**config.mk**
```make
export PLATFORM = sky130hd
export DESIGN_NAME = fetch_pair_stage_flat
export DESIGN_NICKNAME = d
export VERILOG_FILES = /design/src/rtl/fetch_pair_stage_if.sv /design/src/rtl/fetch_pair_stage.sv /design/src/flat_wrapper.sv
export SDC_FILE = /design/constraint.sdc
export NUM_CORES = 1
export LEC_CHECK = 0
export BUFFER_PORTS_ARGS = -buffer_cell sky130_fd_sc_hd__buf_4
export CAP_MARGIN = 20
export CORE_ASPECT_RATIO = 0.8
export CORE_UTILIZATION = 25
export DETAILED_ROUTE_END_ITERATION = 8
export HOLD_SLACK_MARGIN = 0.02
export PLACE_DENSITY_LB_ADDON = 0.08
export SYNTH_ARGS = -nofsm -noshare
export SYNTH_HDL_FRONTEND = slang
export SYNTH_SLANG_ARGS = --single-unit
export TNS_END_PERCENT = 30
```
**constraint.sdc**
```tcl
create_clock -name clk -period 2.2 [get_ports clk]
set_input_delay 0.44 -clock clk [delete_from_list [all_inputs] [get_ports clk]]
set_output_delay 0.44 -clock clk [all_outputs]
set_load 0.02 [all_outputs]
```
**src/rtl/fetch_pair_stage_if.sv**
```systemverilog
// Fetch-side bus of the IF stage: instruction-memory port plus the registered IF/ID pair.
interface fetch_pair_stage_if #(
  parameter int unsigned PC_W = 32
);
  logic [PC_W-1:0] imem_addr;
  logic [31:0]     imem_rdata;
  logic [15:0]     if_id_instr1;
  logic [15:0]     if_id_instr2;
  logic [PC_W-1:0] if_id_pc;
  logic            if_id_valid;

  modport master (
    output imem_addr,
    input  imem_rdata,
    output if_id_instr1,
    output if_id_instr2,
    output if_id_pc,
    output if_id_valid
  );

  modport slave (
    input  imem_addr,
    output imem_rdata,
    input  if_id_instr1,
    input  if_id_instr2,
    input  if_id_pc,
    input  if_id_valid
  );
endinterface

```
**src/rtl/fetch_pair_stage.sv**
```systemverilog
// IF stage + IF/ID register for a 2x16-bit fetch word; fetched word lands in IF/ID one edge later.
// stall holds PC and IF/ID; exception > jump/branch redirects flush IF/ID and override stall.
module fetch_pair_stage #(
  parameter int unsigned     PC_W       = 32,
  parameter logic [PC_W-1:0] RESET_PC   = '0,
  parameter logic [PC_W-1:0] EXC_VECTOR = PC_W'(32'h0000_0100)
) (
  input  logic               clk,
  input  logic               reset,
  fetch_pair_stage_if.master bus,
  input  logic               stall,
  input  logic               branch_taken,
  input  logic               jump,
  input  logic [PC_W-1:0]    target,
  input  logic               invalid,
  input  logic               cause_in,
  output logic [PC_W-1:0]    epc,
  output logic               cause,
  output logic               exc_taken
);

  typedef struct packed {
    logic [15:0] alu_slot;
    logic [15:0] mem_slot;
  } fetch_word_t;

  typedef struct packed {
    logic [15:0]     instr1;
    logic [15:0]     instr2;
    logic [PC_W-1:0] pc;
    logic            valid;
  } pair_t;

  localparam logic [PC_W-1:0] PC_STEP    = PC_W'(4);
  localparam logic [PC_W-1:0] ALIGN_MASK = ~PC_W'(3);

  fetch_word_t     word;
  logic [PC_W-1:0] pc_q;
  logic [PC_W-1:0] pc_nxt;
  pair_t           pair_q;
  pair_t           pair_nxt;
  logic [PC_W-1:0] epc_nxt;
  logic            cause_nxt;
  logic            exc_nxt;
  logic            exc_fire;
  logic            redirect;

  assign word     = bus.imem_rdata;
  // A fault is only meaningful for a live pair; bubbles never raise exceptions.
  assign exc_fire = invalid && pair_q.valid;
  assign redirect = jump || branch_taken;

  always_comb begin
    pc_nxt    = pc_q;
    pair_nxt  = pair_q;
    epc_nxt   = epc;
    cause_nxt = cause;
    exc_nxt   = 1'b0;
    if (exc_fire) begin
      pc_nxt          = EXC_VECTOR;
      pair_nxt.instr1 = '0;
      pair_nxt.instr2 = '0;
      pair_nxt.valid  = 1'b0;
      epc_nxt         = pair_q.pc;
      cause_nxt       = cause_in;
      exc_nxt         = 1'b1;
    end else if (redirect) begin
      pc_nxt          = target & ALIGN_MASK;
      pair_nxt.instr1 = '0;
      pair_nxt.instr2 = '0;
      pair_nxt.valid  = 1'b0;
    end else if (!stall) begin
      pc_nxt          = pc_q + PC_STEP;
      pair_nxt.instr1 = word.alu_slot;
      pair_nxt.instr2 = word.mem_slot;
      pair_nxt.pc     = pc_q;
      pair_nxt.valid  = 1'b1;
    end
  end

  always_ff @(posedge clk) begin
    if (reset) begin
      pc_q      <= RESET_PC;
      pair_q    <= '0;
      epc       <= '0;
      cause     <= 1'b0;
      exc_taken <= 1'b0;
    end else begin
      pc_q      <= pc_nxt;
      pair_q    <= pair_nxt;
      epc       <= epc_nxt;
      cause     <= cause_nxt;
      exc_taken <= exc_nxt;
    end
  end

  assign bus.imem_addr    = pc_q;
  assign bus.if_id_instr1 = pair_q.instr1;
  assign bus.if_id_instr2 = pair_q.instr2;
  assign bus.if_id_pc     = pair_q.pc;
  assign bus.if_id_valid  = pair_q.valid;

endmodule

```
**src/flat_wrapper.sv**
```systemverilog
// flat-port wrapper written by rule: the top's interface ports become plain ports
module fetch_pair_stage_flat 
#(
  parameter int unsigned     PC_W       = 32,
  parameter logic [PC_W-1:0] RESET_PC   = '0,
  parameter logic [PC_W-1:0] EXC_VECTOR = PC_W'(32'h0000_0100)
)
  (clk, reset, stall, branch_taken, jump, target, invalid, cause_in, epc, cause, exc_taken, bus_imem_addr, bus_imem_rdata, bus_if_id_instr1, bus_if_id_instr2, bus_if_id_pc, bus_if_id_valid);
  fetch_pair_stage_if #(.PC_W(PC_W)) bus_i ();
  input  logic clk;
  input  logic reset;
  input  logic stall;
  input  logic branch_taken;
  input  logic jump;
  input  logic [PC_W-1:0] target;
  input  logic invalid;
  input  logic cause_in;
  output logic [PC_W-1:0] epc;
  output logic cause;
  output logic exc_taken;
  output wire logic [$bits(bus_i.imem_addr)-1:0] bus_imem_addr;
  input wire logic [$bits(bus_i.imem_rdata)-1:0] bus_imem_rdata;
  output wire logic [$bits(bus_i.if_id_instr1)-1:0] bus_if_id_instr1;
  output wire logic [$bits(bus_i.if_id_instr2)-1:0] bus_if_id_instr2;
  output wire logic [$bits(bus_i.if_id_pc)-1:0] bus_if_id_pc;
  output wire logic [$bits(bus_i.if_id_valid)-1:0] bus_if_id_valid;
  assign bus_imem_addr = bus_i.imem_addr;
  assign bus_i.imem_rdata = bus_imem_rdata;
  assign bus_if_id_instr1 = bus_i.if_id_instr1;
  assign bus_if_id_instr2 = bus_i.if_id_instr2;
  assign bus_if_id_pc = bus_i.if_id_pc;
  assign bus_if_id_valid = bus_i.if_id_valid;
  fetch_pair_stage #(.PC_W(PC_W), .RESET_PC(RESET_PC), .EXC_VECTOR(EXC_VECTOR)) u_core (.clk(clk), .reset(reset), .bus(bus_i), .stall(stall), .branch_taken(branch_taken), .jump(jump), .target(target), .invalid(invalid), .cause_in(cause_in), .epc(epc), .cause(cause), .exc_taken(exc_taken));
endmodule
```
# Word-level counts from Yosys, hierarchy flattened
# Index checks and enable logic that the tools add are counted.
# Widths: inputs -> output; s select.
[op_classes]
n_addsub = 1
n_eq_ne = 2
n_mux = 4
bitwise = 3
n_reduce_logical = 5
[ops]
columns = ["op", "count"]
rows = [
  ["$mux 32", 2],
  ["$add 32x3->32 const B", 1],
  ["$mux 9", 1],
  ["$ne 3x1->1 const B", 1],
  ["$not 1->1", 3],
  ["$reduce_and 3->1", 1],
  ["$reduce_or 3->1", 1],
  ["$ne 2x1->1 const B", 1],
  ["$reduce_or 2->1", 1],
  ["$logic_and 1x1->1", 1],
  ["$logic_or 1x1->1", 1],
  ["$mux 1", 1],
]
[totals]
ff_bits = 131
in_bits = 71
output_inout_bits = 131
elab_cells = 25

# Logic depth before layout (Yosys ltp)
[logic_depth]
depth_word = 4
depth_mapped = 6
mapped_depth_nobuf = 6

# Worst setup path before layout
# No wires, ideal clock.
[synth_path]
kind = "flip-flop to flip-flop"
from = "register u_core.pc_q[2] (netlist: u_core.bus.imem_addr[2])"
to = "register u_core.pc_q[16] (netlist: u_core.bus.imem_addr[16])"
setup_ps = 79
arrival_time_ps = 1677
t_required_ps = 2121
path_slack_ps = 443
stages_incl_launch_ff = 7
n_path_buf = 0
synth_period_minus_slack_ps = 1757
path_cell_list = "dfxtp_1 ha_1 nand3b_1 nor3_4 nand4_1 xor2_1 a211oi_2"
[synth_via]
elab_chain_cells = 3
[synth_rtl]
columns = ["element", "line", "rtl"]
rows = [
  ["from (decl)", "fetch_pair_stage.sv:38", "logic [PC_W-1:0] pc_q;"],
  ["from (signal assigned)", "fetch_pair_stage.sv:89", "pc_q <= pc_nxt;"],
  ["$add 32x3->32", "fetch_pair_stage.sv:73", "pc_nxt = pc_q + PC_STEP;"],
  ["$mux 32", "fetch_pair_stage.sv:72", "end else if (!stall) begin"],
  ["$mux 32", "fetch_pair_stage.sv:67", "end else if (redirect) begin"],
]
# No other way between the ends. The select of a mux whose other input is x is not followed.
# A chain may end at the register's enable or synchronous reset.

# Worst setup path after layout
[layout_path]
from = "register u_core.pc_q[15] (netlist: u_core.bus.imem_addr[15])"
to = "register u_core.pc_q[29] (netlist: u_core.bus.imem_addr[29])"
# The elaborated chain is that of the path after synthesis.

==> run metrics <==
Worst Tran Pin Value 0.695 ns; cell depth of the worst min-delay path 3; H-Tree Depth 4; Wirelength per Cell 14.9 µm; RePlAce Congestion 0.717; power density of the placed cells 803 nW/µm²; latest clock arrival within the worst-skew pair 0.41 ns; Die Y 128 µm; Crit. End Element register; worst max-slew margin expressed relative to the limit 0.536; number of failing setup endpoints in the final timing report 0; total number of vias 4566; most common library cell in the layout ignoring fill and taps sky130_fd_sc_hd__buf_4; fin. max-slew vios 0; Post-Synthesis Mean Instance Area 8.66 µm²; area added between synthesis and finish 48.8%; clock edge transition at the registers on the reported setup and hold paths 0.05 ns; worst hold-check slack 0.256 ns; final-report hold violation count 0; count of buffers from port buffering 193; sum of overflow across all layers after global routing 0; row count 45; final sum of negative setup slack 0 ns; data arrival time at the worst-slack endpoint 2.20 ns; Bufs on Longest Clock Path 2; vias per cell 4.42; Num Clock Sinks 125; Clk Tree Root Cell sky130_fd_sc_hd__clkbuf_16; effective utilization at floorplan 0.257; run status complete, no violations; Max Fclk 0.532 GHz; largest voltage drop on the vdd net 439 µV; Netlist Area Pre-Place 4920 µm²; Pre-antenna DRT Iters 5; half-perimeter wire length after detailed placement 11300 µm; kind of start point of the critical path register; DP Area 6720 µm²; post-synthesis instance total 569; Yosys cell types 39; number of DRC violations after detailed-routing iteration 0 217; total I/O pin count 202; DRC violation count after routing 0; required arrival time at the worst endpoint 2.53 ns; number of antenna violations at the first check in global routing 0; maximum fanout along the worst path 8; die width 159 µm; time the worst path needs with I/O delays and setup 1.88 ns; overall die area 20300 µm²; cts bufs inserted 17; #FFs+latches synth 125; Syn. warnings 0; Final period util 0.854; Final Instance Area 7330 µm²; most frequent cells in the layout 211 x sky130_fd_sc_hd__buf_4, 134 x sky130_fd_sc_hd__nand2_1, 125 x sky130_fd_sc_hd__dfxtp_1; largest net degree at the start of global routing 64; wire length of the first global-routing pass 24300 µm; number of nets in the finished design 836; Resized cells post-CTS 0; TritonCTS clock tree built; global-route total usage across every layer 0.154; fraction of the yosys area taken by sequential cells 0.508; critical path type reg -> reg; static leakage 3.09 nW; RSZ-0062 raised after global routing no; Detailed Route WL 15400 µm; number of post-CTS setup repair buffers 0; worst-case clock skew 0.00784 ns; ANT nets after route 0; worst reg2reg path depth 5; number of buffers inserted by hold repair at cts 0; post-layout utilization of the core 0.383; core outline area 19100 µm²; path class of the lowest-slack min-delay path in -> reg; final antenna diode count 0; max-cap violation count 0; fraction of final layout cells with drive strength greater than 1 0.325; via count of the first global-routing pass 4460
[layer usage]
metal,track usage,part of all wire
met5,0,0
met4,0.0554,0.011
met3,0.0477,0.055
met2,0.242,0.46
met1,0.199,0.48
[critical path, cell delays in order, from the launching register on]
cell and delay (ns):
sky130_fd_sc_hd__dfxtp_1 0.43, sky130_fd_sc_hd__nand3_1 0.25, sky130_fd_sc_hd__nor4b_4 0.57, sky130_fd_sc_hd__nand4_1 0.18, sky130_fd_sc_hd__xor2_1 0.18, sky130_fd_sc_hd__o32ai_2 0.19
[synthesized netlist by cell type]
cell	number	share of area
sky130_fd_sc_hd__clkbuf_1	30	0.023
sky130_fd_sc_hd__a311oi_1	2	0.0036
sky130_fd_sc_hd__nor4b_4	1	0.0048
sky130_fd_sc_hd__or2_2	1	0.0013
sky130_fd_sc_hd__nand3_1	10	0.010
sky130_fd_sc_hd__or3_1	2	0.0025
sky130_fd_sc_hd__nor3_2	1	0.0020
sky130_fd_sc_hd__ha_1	1	0.0025
sky130_fd_sc_hd__nand3b_1	3	0.0046
sky130_fd_sc_hd__nand4_4	2	0.0086
sky130_fd_sc_hd__a211oi_1	8	0.012
sky130_fd_sc_hd__nor4_2	1	0.0025
sky130_fd_sc_hd__nand4b_1	1	0.0018
sky130_fd_sc_hd__nor3_4	1	0.0033
sky130_fd_sc_hd__buf_1	4	0.0030
sky130_fd_sc_hd__xnor2_1	6	0.011
sky130_fd_sc_hd__buf_2	1	0.0010
sky130_fd_sc_hd__nor3_1	2	0.0020
sky130_fd_sc_hd__conb_1	1	0.00076
sky130_fd_sc_hd__a211oi_2	1	0.0025
sky130_fd_sc_hd__nor2b_1	1	0.0013
sky130_fd_sc_hd__a21oi_1	80	0.081
sky130_fd_sc_hd__o21ai_0	18	0.018
sky130_fd_sc_hd__o21ai_1	1	0.0010
sky130_fd_sc_hd__a41o_1	1	0.0020
sky130_fd_sc_hd__and2_1	3	0.0038
sky130_fd_sc_hd__nor2_1	49	0.037
sky130_fd_sc_hd__mux2i_1	33	0.067
sky130_fd_sc_hd__buf_4	7	0.011
sky130_fd_sc_hd__nand4_1	9	0.011
sky130_fd_sc_hd__and4_1	1	0.0018
sky130_fd_sc_hd__inv_1	1	0.00076
sky130_fd_sc_hd__nand2_1	134	0.10
sky130_fd_sc_hd__dfxtp_1	125	0.51
sky130_fd_sc_hd__nor4_4	1	0.0043
sky130_fd_sc_hd__nand2b_1	1	0.0013
sky130_fd_sc_hd__o32ai_2	1	0.0033
sky130_fd_sc_hd__and3_1	3	0.0038
sky130_fd_sc_hd__xor2_1	21	0.037
[path summary, 6_finish.rpt]
path                            slack (ns)                startpoint                  endpoint
worst min register to register        0.45            u_core.epc[11]            u_core.epc[11]
worst max register to register        0.32  u_core.bus.imem_addr[15]  u_core.bus.imem_addr[29]
worst min-delay path                  0.26                target[31]  u_core.bus.imem_addr[31]
worst max-delay path                  0.32  u_core.bus.imem_addr[15]  u_core.bus.imem_addr[29]
[flip-flops by register name (all words and copies together) (netlist names)]
register	flops
u_core.bus.if_id_pc	30
u_core.bus.imem_addr	30
u_core.epc	30
u_core.bus.if_id_instr1	16
u_core.bus.if_id_instr2	16
u_core.bus.if_id_valid	1
u_core.cause	1
u_core.exc_taken	1
[layout make-up]
class                           count  area, µm²
Multi-Input combinational cell    406       2260
Inverter                            1       3.75
Clock inverter                      5        105
Sequential cell                   125       2500
Timing Repair Buffer              213       1620
Fill cell                        1991      11800
Tap cell                          258        323
Clock buffer                       25        505
[where the power goes]
| group | total [mW] | internal (mW) | switching (mW) |
|---|---|---|---|
| sequential | 2.42 | 2.33 | 0.0871 |
| clock | 2.90 | 1.92 | 0.983 |
| combinational | 0.562 | 0.261 | 0.301 |
| total | 5.89 | 4.51 | 1.37 |
[stage by stage]
stage | setup slack (ns) | std cells | total power, mW
final | 0.321 | 1033 | 5.89
after global routing | 0.139 | 1033 | 6.13
after detailed placement | 0.202 | 1003 | 3.04
after CTS | 0.340 | 1033 | 5.99
after floorplan | 0.443 | 574 | 2.75
after global placement | 0.229 | 1003 | 3.03
[kinds of logic after synthesis]
logic type,Yosys count,synth area share
flip-flops,125,0.508
other,1,0.000761
buffers and inverters,43,0.0384
multiplexers,33,0.0671
AO/OA/AOI/OAI,112,0.124
AND/OR/NAND/NOR,227,0.211
adder cells (fa/ha/maj),1,0.00254
XOR/XNOR,27,0.0480
No activity file was read; power rests on OpenSTA's default activity.
